--- src/rtl/branch_resolver.sv ---
// -----------------------------------------------------------------------------
// branch_resolver
//
// Consumer end of the ALU condition-code interface. Holds the {S,Z,C,V} flag
// word and resolves one conditional branch at a time against a flag snapshot
// taken when the request is accepted. A taken branch is followed by a flush
// pulse of FLUSH_CYCLES cycles before the next request is accepted.
//
// Optional feature (compile-time macro BRANCH_RESOLVER_FLAG_BYPASS_EN):
//   defined   - a flag write in the accept cycle is forwarded into the snapshot
//   undefined - the snapshot always uses the pre-update flag register
//
// Ports:
//   clk         clock, rising edge
//   rst         synchronous active-high reset
//   flag_we     load flags_in into the flag register
//   flags_in    {S,Z,C,V} from the ALU
//   br_valid    branch request valid
//   br_ready    resolver can accept a request
//   br_cond     condition select (BE,BLT,BLE,BNE,BCS,BVS,never,always)
//   br_pc       PC of the branch instruction
//   br_disp     signed displacement
//   res_valid   one-cycle result strobe
//   res_taken   branch taken (held between results)
//   res_target  next PC (held between results)
//   flush       squash younger instructions
//   flags_q     current flag register contents
// -----------------------------------------------------------------------------
module branch_resolver #(
    parameter int unsigned FLUSH_CYCLES = 2,
    parameter int unsigned DISP_W       = 8
) (
    input  logic              clk,
    input  logic              rst,
    input  logic              flag_we,
    input  logic [3:0]        flags_in,
    input  logic              br_valid,
    output logic              br_ready,
    input  logic [2:0]        br_cond,
    input  logic [15:0]       br_pc,
    input  logic [DISP_W-1:0] br_disp,
    output logic              res_valid,
    output logic              res_taken,
    output logic [15:0]       res_target,
    output logic              flush,
    output logic [3:0]        flags_q
);

    typedef enum logic [1:0] {
        StIdle,
        StResolve,
        StFlush
    } state_e;

    state_e      state_q;
    logic [3:0]  cnt_q;

    logic        accept;
    logic [3:0]  snap_flags;
    logic        cond_true;
    logic [15:0] disp_ext;
    logic [15:0] seq_pc;
    logic [15:0] target;

    // Ready is forced low while reset is asserted so nothing is accepted then.
    assign br_ready = (state_q == StIdle) && !rst;
    assign accept   = br_valid && br_ready;

`ifdef BRANCH_RESOLVER_FLAG_BYPASS_EN
    assign snap_flags = flag_we ? flags_in : flags_q;
`else
    assign snap_flags = flags_q;
`endif

    // Condition evaluated directly against the snapshot; the result is
    // registered at the accept edge so later flag writes cannot disturb it.
    always_comb begin
        cond_true = 1'b0;
        unique case (br_cond)
            3'b000: cond_true = snap_flags[2];                  // BE  : Z
            3'b001: cond_true = snap_flags[3];                  // BLT : S
            3'b010: cond_true = snap_flags[3] | snap_flags[2];  // BLE : S|Z
            3'b011: cond_true = ~snap_flags[2];                 // BNE : !Z
            3'b100: cond_true = snap_flags[1];                  // BCS : C
            3'b101: cond_true = snap_flags[0];                  // BVS : V
            3'b110: cond_true = 1'b0;                           // never
            3'b111: cond_true = 1'b1;                           // always
            default: cond_true = 1'b0;
        endcase
    end

    assign disp_ext = 16'($signed(br_disp));
    assign seq_pc   = br_pc + 16'd1;
    assign target   = cond_true ? (seq_pc + disp_ext) : seq_pc;

    always_ff @(posedge clk) begin
        if (rst) begin
            state_q    <= StIdle;
            cnt_q      <= 4'd0;
            flags_q    <= 4'b0000;
            res_valid  <= 1'b0;
            res_taken  <= 1'b0;
            res_target <= 16'h0000;
            flush      <= 1'b0;
        end else begin
            if (flag_we) begin
                flags_q <= flags_in;
            end
            res_valid <= 1'b0;

            unique case (state_q)
                StIdle: begin
                    if (accept) begin
                        state_q    <= StResolve;
                        res_valid  <= 1'b1;
                        res_taken  <= cond_true;
                        res_target <= target;
                    end
                end
                StResolve: begin
                    if (res_taken) begin
                        state_q <= StFlush;
                        flush   <= 1'b1;
                        cnt_q   <= 4'(FLUSH_CYCLES);
                    end else begin
                        state_q <= StIdle;
                    end
                end
                StFlush: begin
                    // Count reaching 1 marks the last flush cycle.
                    if (cnt_q <= 4'd1) begin
                        state_q <= StIdle;
                        flush   <= 1'b0;
                    end else begin
                        cnt_q <= cnt_q - 4'd1;
                    end
                end
                default: begin
                    state_q <= StIdle;
                    flush   <= 1'b0;
                end
            endcase
        end
    end

endmodule

--- config.mk ---
export PLATFORM = sky130hd
export DESIGN_NAME = branch_resolver
export DESIGN_NICKNAME = d
export VERILOG_FILES = /design/src/rtl/branch_resolver.sv
export SDC_FILE = /design/constraint.sdc
export NUM_CORES = 1
export LEC_CHECK = 0
export BUFFER_PORTS_ARGS = -buffer_cell sky130_fd_sc_hd__buf_4
export CAP_MARGIN = 10
export CORE_ASPECT_RATIO = 0.7
export CORE_MARGIN = 2
export CORE_UTILIZATION = 54
export DETAILED_ROUTE_END_ITERATION = 8
export PLACE_DENSITY = 0.85
export RECOVER_POWER = 100
export SLEW_MARGIN = 20
export SYNTH_ARGS = -nofsm -noshare
export SYNTH_HDL_FRONTEND = slang
export SYNTH_SLANG_ARGS = --single-unit
--- constraint.sdc ---
create_clock -name clk -period 3.3 [get_ports clk]
set_clock_uncertainty 0.15 [all_clocks]
set_input_delay 0.495 -clock clk [delete_from_list [all_inputs] [get_ports clk]]
set_output_delay 0.495 -clock clk [all_outputs]
set_load 0.02 [all_outputs]
==> results of run 1 <==
[Yosys cell counts, types with 3 or more instances]
cell type  count  share of area, %
nor2_1        30               4.9
dfxtp_1       29                25
a21oi_1       24               5.2
ha_1          22                12
xnor2_1       19               7.2
o21ai_0       16               3.5
nand2_1       15               2.4
mux2i_1       12               5.2
inv_1         10               1.6
nand3_1       10               2.2
nand3b_1       9               2.9
xor2_1         8               3.0
a211oi_1       7               2.3
clkbuf_1       6              0.97
nor3_1         6               1.3
a21o_1         5               1.6
a31oi_1        5               1.3
nand2b_1       4               1.1
nor2b_1        4               1.1
and3_1         3              0.81
and4_1         3               1.1
[metrics by stage]
step | worst slack (ns) | instance area, µm² | hold WS [ns] | power, µW | std cells
global route | 0.00401 | 2780 | 0.311 | 1120 | 390
CTS | 0.239 | 2880 | 0.302 | 1090 | 390
floorplan | 0.281 | 2320 | 0.320 | 643 | 279
finish | 0.192 | 2780 | 0.307 | 1070 | 390
detailed placement | -0.0205 | 2780 | 0.325 | 769 | 382
global placement | 0.0377 | 2780 | 0.313 | 757 | 382
[final cells by class]
class	instances	area, µm²	share of cell area [%]
Sequential cell	29	581	20.9
Clock inverter	1	5.00	0.180
Clock buffer	7	96.3	3.46
Multi-Input combinational cell	229	1630	58.6
Tap cell	52	65.1	2.34
Inverter	10	37.5	1.35
Timing Repair Buffer	62	368	13.2
[worst max path at each step]
stage / depth (start not counted) / endpoint / slack [ns] / start
2_1_floorplan: 13 / res_target[13] / 0.28 / br_pc[3]
3_3_place_gp: 13 / res_target[10] / 0.04 / br_pc[2]
3_5_place_dp: 13 / res_target[10] / -0.02 / br_pc[2]
4_1_cts: 13 / res_target[13] / 0.24 / br_pc[2]
5_1_grt: 13 / res_target[13] / 0.004 / br_pc[2]
6_report: 13 / res_target[10] / 0.19 / br_pc[2]
[critical path, cell delays in order]
cell	delay, ns
buf_4	0.10
and3_1	0.18
and2_4	0.15
and4_1	0.29
xor2_1	0.27
ha_1	0.35
a21oi_1	0.18
o21ai_0	0.17
a31oi_1	0.29
xor2_1	0.17
nor2_1	0.05
a211oi_1	0.31
a21oi_1	0.07
[routing by layer]
layer | up-vias | track usage, % | share of wire, %
li1 | 1123 | - | -
met1 | 1015 | 32.9 | 45
met2 | 71 | 42.4 | 48
met3 | 7 | 4.91 | 5.4
met4 | 0 | 8.10 | 1.0
met5 | - | 0 | 0
[state kept, by name, indices dropped and copies added (netlist names)]
register / cells
res_target: 16
cnt_q: 4
flags_q: 4
flush: 1
res_valid: 1
res_taken: 1
state_q: 2
[kinds of logic (layout without fill, tap and decap cells)]
kind of cell | Yosys count | count (layout) | share of synthesized area [%]
AO/OA/AOI/OAI | 69 | 69 | 18.5
XOR/XNOR | 29 | 29 | 11.6
adder cells (fa/ha/maj) | 23 | 23 | 12.7
buffers and inverters | 21 | 80 | 4.59
flip-flops | 29 | 29 | 25.0
multiplexers | 13 | 13 | 5.67
AND/OR/NAND/NOR | 95 | 95 | 21.9
[power breakdown]
part | leakage (µW) | internal, µW | total, µW | switching [µW]
combinational | 0.000925 | 150 | 357 | 207
sequential | 0.000238 | 374 | 390 | 15.4
clock | 0.0000542 | 188 | 319 | 131
total | 0.00122 | 712 | 1070 | 354
[cells in the final DEF (no fill, tap or decap), types with 5 or more instances in the layout]
master	instances
dfxtp_1	29
buf_4	36
o21ai_0	16
a31oi_1	5
a211oi_1	7
inv_1	10
clkbuf_1	26
nand3_1	10
nand2_1	15
ha_1	22
nor2_1	30
a21o_1	5
xnor2_1	19
a21oi_1	24
mux2i_1	12
nor3_1	6
xor2_1	8
clkbuf_8	7
nand3b_1	9
==> run_results.csv, run 1 <==
group,metric,value,unit
drt,wl_per_cell,14.9,µm
drt,route.detailed.drc,0,
clock_network,htreeDepth,2,
clock_network,cts.clk_slew.worst_paths,0.06,ns
drt,wl,5.79,mm
clock_network,clock_path_buffers,2,
drt,vias,2216,
synthesis,yosysWarnings,0,
clock_network,numCtsBuffers,5,
die,row_count,19,
drt,via_per_inst,5.68,
layout,area_delta_synth_final,20.1,%
layout,fin_util,69.3,%
sta,finalHoldViolations,0,
global_routing,gr-total-overflow,0,
clock_network,hold_buffers,0,
layout,drive_gt1_share,16.0,%
job,drv_cap,0,
sta,fin_crit_sh,94.2,%
global_routing,first_global_vias,2011,
drt,first_pass_iters,4,
sta,relSlewSlack,34.2,%
synthesis,ys_seq_area_share,25.0,%
global_routing,grt_usage,25.3,%
power,powerDensity,383,nW/µm²
critical_path,reg2reg_to,"res_target[13]",
sta,clock.fmax,0.322,GHz
placed_design,routabilityCongestion,0.937,
synthesis,async_flop_share,0,%
synthesis,syn_area,2320,µm²
die,top_level_ports,59,
layout,diodes,0,
worst_hold_path,hold_end,"flags_q[2]",
layout,nNetsFinal,395,
run_status,outcome,"completed",
placed_design,dp_hpwl,4.53,mm
critical_path,worstSetupPathType,"in -> reg",
worst_hold_path,hp-class,"in -> reg",
clock_network,cts_tree,"built",
global_routing,grt_max_degree,29,
critical_path,start_kind,"input pin",
synthesis,avgSynthCellArea,8.31,µm²
critical_path,crit_required,3.27,ns
synthesis,synth_edf_count,0,
layout,fillerInstances,340,
drt,drt_iter0_markers,70,
synthesis,synth.distinct_cells,47,
synthesis,synth_seq_cells,29,
critical_path,crit_arrival,3.08,ns
die,fp.dieH,58.8,µm
worst_hold_path,hold_start,"flags_in[2]",
clock_network,post_cts_resized,0,
sta,fin_tns_setup,0,ns
sta,rsz0062_at_grt,"no",
placed_design,io_buffers,58,
power,ir_drop,0.230,mV
critical_path,r2r_cells,7,
die,die_area,4840,µm²
clock_network,clk-insertion-delay-late,0.27,ns
die,core_area,4020,µm²
sta,final.min_clock_period,3.11,ns
critical_path,crit_fanout,6,
synthesis,synthesis.instances,279,
clock_network,cts_setup_buffers,0,
power,p_leak,0.00122,µW
global_routing,antenna_found_initial,0,
worst_hold_path,holdPathStages,3,
die,die_x,82.3,µm
critical_path,worstReg2RegStart,"state_q[1]",
critical_path,r2r_slack,0.76,ns
clock_network,clock_sinks,29,
sta,setup_viol,0,
global_routing,grt_pass1_wl,9.25,mm
drt,final_antenna_net_count,0,
die,start_util,57.7,%
clock_network,cts_root_buffer,"clkbuf_8",
sta,slew_violations,0,
synthesis,synthFlopType,"dfxtp_1",
synthesis,synth_fp_nets,337,
sta,worstMarginPinSlew,0.988,ns
critical_path,cp-end-kind,"flip-flop",
No activity file was read; power rests on OpenSTA's default activity.
==> run 2, diff against run 1 <==
Settings changed: CORE_UTILIZATION 54 to 48, PLACE_DENSITY 0.85 to 0.8.
Clock period 3.3 ns to 2.5 ns, I/O delays scaled along.
==> run 2 against run 1 <==
  * The flow now finishes with violations (setup timing)
  * Routed wire length rose by 21%
  * Power up 48%
  * Register-to-register slack worse by 0.24 ns
  * Global-route usage fell by 0.65 points
  * Sequential cell count stayed put
  * Non-clock buffer count is 64 higher
  * Sequential share of layout area is 4.5 points lower
  * First-iteration DRC count is 71% higher
  * Critical endpoint is now res_target[15]
==> run_results.csv, run 2 (same netlist as run 1, synthesis figures left out) <==
group,metric,value,unit
critical_path,crit_end,"res_target[15]",
power,finalPower,1570,µW
clock_network,cts.clk_slew.worst_paths,0.06,ns
critical_path,crit_fanout,4,
clock_network,clock_path_buffers,2,
critical_path,reg2reg_to,"res_target[13]",
placed_design,routabilityCongestion,0.904,
drt,via_per_inst,5.42,
sta,final.min_clock_period,2.74,ns
sta,layout_setup_ws,-0.236,ns
layout,nNetsFinal,459,
drt,route.detailed.drc,0,
global_routing,antenna_found_initial,0,
drt,vias,2487,
layout,fin_util,75.3,%
critical_path,start_kind,"input pin",
critical_path,crit_arrival,2.76,ns
layout,area_delta_synth_final,52.7,%
clock_network,cts_tree,"built",
placed_design,placed_cells,437,
power,powerDensity,445,nW/µm²
layout,final_cells,459,
sta,setup_viol,9,
placed_design,io_buffers,58,
sta,clock.fmax,0.366,GHz
layout,drive_gt1_share,37.6,%
global_routing,first_global_vias,2338,
layout,fillerInstances,342,
layout,largest_registers,"res_target: 16 flops, cnt_q: 4 flops, flags_q: 4 flops",
layout,largest_reg_flops,16,
die,row_count,21,
sta,worstMarginPinSlew,0.522,ns
sta,finalHoldViolations,0,
critical_path,cp-end-kind,"flip-flop",
global_routing,grt_pass1_wl,10.7,mm
clock_network,htreeDepth,2,
critical_path,cp-startpoint,"br_pc[3]",
global_routing,grt_max_degree,29,
drt,wl_per_cell,15.3,µm
sta,relSlewSlack,64.8,%
die,die_x,87.1,µm
die,fp.dieH,62.1,µm
worst_hold_path,hp-class,"in -> reg",
run_status,violations,"setup timing",
clock_network,cts_root_buffer,"clkbuf_8",
die,top_level_ports,59,
placed_design,dp_hpwl,4.75,mm
drt,drt_iter0_markers,120,
die,die_area,5410,µm²
layout,mostFrequentLayoutCell,"buf_4",
critical_path,r2r_slack,0.52,ns
sta,slew_violations,0,
critical_path,worstSetupPathType,"in -> reg",
sta,rsz0062_at_grt,"yes",
sta,fin_crit_sh,109,%
clock_network,clk-insertion-delay-late,0.28,ns
die,core_area,4700,µm²
die,start_util,49.3,%
critical_path,r2r_cells,6,
layout,largest-register,"res_target",
clock_network,clock_sinks,29,
power,ir_drop,0.213,mV
critical_path,crit_required,2.52,ns
run_status,outcome,"finished with violations",
job,drv_cap,0,
critical_path,worstReg2RegStart,"flags_q[0]",
drt,wl,7.00,mm
layout,diodes,0,
clock_network,hold_buffers,0,
global_routing,gr-total-overflow,0,
power,p_leak,0.00158,µW
global_routing,grt_usage,24.7,%
drt,final_antenna_net_count,0,
layout,layout_common_cells,"94 x buf_4, 30 x nor2_1, 29 x dfxtp_1, 25 x clkbuf_1, 17 x a21oi_1",
drt,first_pass_iters,4,
clock_network,numCtsBuffers,5,
placed_design,post-place-ws,-0.606,ns
[run 2: cell count changes in the layout (fill, tap and decap cells not counted), sizes merged]
cell,previous run,this run
buf,36,102
clkbuf,33,30
clkinv,1,2
[run 2: stage by stage]
stage | hold slack [ns] | instance area (µm²) | TNS (ns)
5_1_grt | 0.203 | 3540 | -2.18
3_5_place_dp | 0.315 | 3210 | -4.68
4_1_cts | 0.188 | 3420 | -0.614
6_report | 0.182 | 3540 | -1.02
3_3_place_gp | 0.314 | 3210 | -3.80
2_1_floorplan | 0.320 | 2360 | -0.896
[run 2: routing by layer]
metal,track usage [%],routed length (µm),vias to the layer above
li1,-,-,1247
met1,31.9,3050,1160
met2,41.9,3510,66
met3,4.79,299,14
met4,6.25,134,0
met5,0,0,-
[run 2: worst max-delay path: stages]
cell and delay, ns:
buf_6 0.07, and3_4 0.18, and2_4 0.14, and4_4 0.25, nand3_4 0.10, xnor2_4 0.17, ha_4 0.28, nand4_1 0.12
a211o_1 0.31, a21oi_2 0.18, buf_4 0.13, mux2i_2 0.21, xnor2_1 0.15, o21ai_1 0.08
[run 2: how the worst min path moves through the flow]
| stage | from | to | depth (start not counted) |
|---|---|---|---|
| final | flags_in[1] | flags_q[1] | 3 |
| after global routing | flags_in[1] | flags_q[1] | 3 |
| after CTS | flags_in[2] | flags_q[2] | 3 |
| after detailed placement | res_target[10] | res_target[10] | 2 |
| after global placement | res_target[10] | res_target[10] | 2 |
| after floorplan | state_q[1] | flush | 1 |
[run 2: layout make-up]
| class | count | area, µm² | area share [%] |
|---|---|---|---|
| well taps | 57 | 71.3 | 2.01 |
| flip-flops and latches | 29 | 581 | 16.4 |
| multi-input cells | 229 | 1870 | 52.9 |
| repair buffers | 126 | 895 | 25.3 |
| clock inverters | 2 | 10.0 | 0.283 |
| inverters | 10 | 37.5 | 1.06 |
| clock buffers | 6 | 72.6 | 2.05 |
[run 2: what timing repair did]
item,4_1_cts,5_1_grt
setup buffers,4,10
resized for setup,19,30
pin swaps,17,27
setup endpoints to repair,9,10
[run 2: report_power, final]
| part | switching [µW] | total, µW | internal, µW |
|---|---|---|---|
| sequential | 20.4 | 515 | 494 |
| combinational | 350 | 694 | 344 |
| clock | 174 | 366 | 192 |
==> run 3, diff against run 2 <==
Settings changed: CORE_MARGIN 2 to unset, SKIP_CTS_REPAIR_TIMING set to 1.
==> run 3 against run 2 <==
  * The flow still finishes with violations (setup timing)
  * Clock-buffer cell count up 1
  * Routed wire length is 5.0% lower
  * Clock power rose by 19%
  * Sequential cell count stayed put
  * Utilization decreased by 0.34 points
  * Cell count decreased by 3.1%
  * Via count fell by 0.88%
  * Non-clock buffer count shrank 12
==> run_results.csv, run 3 (same netlist as run 1, synthesis figures left out) <==
group,metric,value,unit
run_status,outcome,"finished with violations",
run_status,violations,"setup timing",
sta,clock.fmax,0.350,GHz
worst_hold_path,hold_start,"flags_in[3]",
layout,nNetsFinal,447,
critical_path,critPathTopFamily,"simple AND/OR/NAND/NOR gates",
critical_path,critPathBufInv,1,
clock_network,cts.clk_slew.worst_paths,0.06,ns
global_routing,grt_usage,24.4,%
layout,largest_registers,"res_target: 16 flops, cnt_q: 4 flops, flags_q: 4 flops",
drt,vias,2465,
critical_path,crit_arrival,2.89,ns
sta,layout_setup_ws,-0.359,ns
layout,layout_common_cells,"86 x buf_4, 30 x nor2_1, 29 x dfxtp_1, 25 x clkbuf_1, 20 x a21oi_1",
drt,wl,6.65,mm
sta,finalHoldViolations,0,
die,core_area,4480,µm²
drt,route.detailed.drc,0,
clock_network,clock_path_buffers,2,
sta,slew_violations,0,
global_routing,grt_pass1_wl,9.75,mm
critical_path,cp_slowest_cell,"a2111oi_2",
sta,fin_crit_sh,114,%
drt,final_antenna_net_count,0,
sta,fin_tns_setup,-1.99,ns
die,row_count,20,
die,top_level_ports,59,
worst_hold_path,hp-class,"in -> reg",
sta,final.min_clock_period,2.86,ns
layout,diodes,0,
layout,fin_util,74.9,%
drt,wl_per_cell,14.9,µm
die,die_x,85.1,µm
power,powerDensity,468,nW/µm²
sta,rsz0062_at_grt,"yes",
global_routing,use_met1,30.0,%
drt,via_per_inst,5.54,
clock_network,cts_root_buffer,"clkbuf_8",
die,start_util,51.8,%
placed_design,dp_hpwl,4.54,mm
critical_path,cp-end-kind,"flip-flop",
critical_path,slowest_delay,0.34,ns
layout,area_delta_synth_final,44.8,%
job,drv_cap,0,
global_routing,first_global_vias,2192,
clock_network,htreeDepth,2,
drt,first_pass_iters,5,
layout,largest-register,"res_target",
global_routing,antenna_found_initial,0,
clock_network,clk-insertion-delay-late,0.28,ns
critical_path,cp-startpoint,"br_pc[3]",
layout,multi_input_area,1800,µm²
sta,relSlewSlack,36.4,%
global_routing,grt_max_degree,29,
placed_design,routabilityCongestion,0.863,
die,die_area,5120,µm²
global_routing,groute.layer.met3.usage,5.94,%
clock_network,numCtsBuffers,5,
critical_path,start_kind,"input pin",
global_routing,met2_usage,43.8,%
layout,largest_reg_flops,16,
critical_path,crit_required,2.53,ns
sta,setup_viol,10,
sta,worstMarginPinSlew,0.954,ns
global_routing,gr-total-overflow,0,
power,ir_drop,0.259,mV
critical_path,worstReg2RegStart,"state_q[1]",
clock_network,cts_tree,"built",
power,finalPower,1570,µW
critical_path,crit_chain,"buf_6 > and3_4 > and2_4 > and3_4 > nand4_1 > xnor2_2 > ha_4 > nand4_1 > a211o_1 > a21oi_2 > nor2_1 > xor2_1 > a2111oi_2",
die,fp.dieH,60.1,µm
layout,fillerInstances,359,
layout,register_area,581,µm²
global_routing,grt.busiest_layer,"met2",
critical_path,crit_fanout,4,
placed_design,io_buffers,58,
critical_path,worstSetupPathType,"in -> reg",
power,p_leak,0.00151,µW
drt,drt_iter0_markers,136,
clock_network,clock_sinks,29,
layout,drive_gt1_share,32.8,%
layout,mostFrequentLayoutCell,"buf_4",
-- run 3: cell count changes in the layout (fill, tap and decap cells not counted), moves of 2 or more --
cell      previous run  this run
buf_4               94        86
buf_6                7         3
a21oi_1             17        20
a21oi_4              2         0
clkbuf_8             5         7
-- run 3: metal layers --
metal | vias to the layer above | routed length, µm
li1 | 1220 | -
met3 | 11 | 378
met2 | 78 | 3310
met4 | 0 | 96
met1 | 1156 | 2870
met5 | - | 0
-- run 3: area by class of cell --
type / count / area share (%)
tap: 55 / 2.05
sequential: 29 / 17.3
timing repair buffer: 114 / 23.0
clock buffer: 7 / 2.87
multi-input combinational: 229 / 53.5
inverter: 10 / 1.12
clock inverter: 1 / 0.149
-- run 3: where the power goes --
group | total, µW | switching [µW] | internal [µW]
logic | 622 | 323 | 299
clock network | 436 | 187 | 248
registers | 513 | 18.6 | 494
-- run 3: worst min-delay path, delay by kind of cell --
family / cells / cell delay [ns]
simple gates: 1 / 0.07
mux: 1 / 0.05
buf+inv: 1 / 0.08
-- run 3: path summary, 6_finish.rpt --
path | slack [ns] | endpoint | cells past startpoint
setup / recovery | -0.36 | res_target[13] | 13
setup reg to reg | 0.42 | res_target[13] | 5
hold reg to reg | 0.33 | res_target[11] | 2
hold / removal | 0.17 | flags_q[3] | 3
-- run 3: metrics by stage --
stage | area, µm² | instances | setup WS, ns | hold slack (ns)
floorplan | 2360 | 279 | -0.304 | 0.320
global placement | 3160 | 430 | -0.513 | 0.313
detailed placement | 3160 | 430 | -0.618 | 0.324
CTS | 3260 | 438 | -0.357 | 0.167
global route | 3360 | 445 | -0.437 | 0.171
finish | 3360 | 445 | -0.359 | 0.174
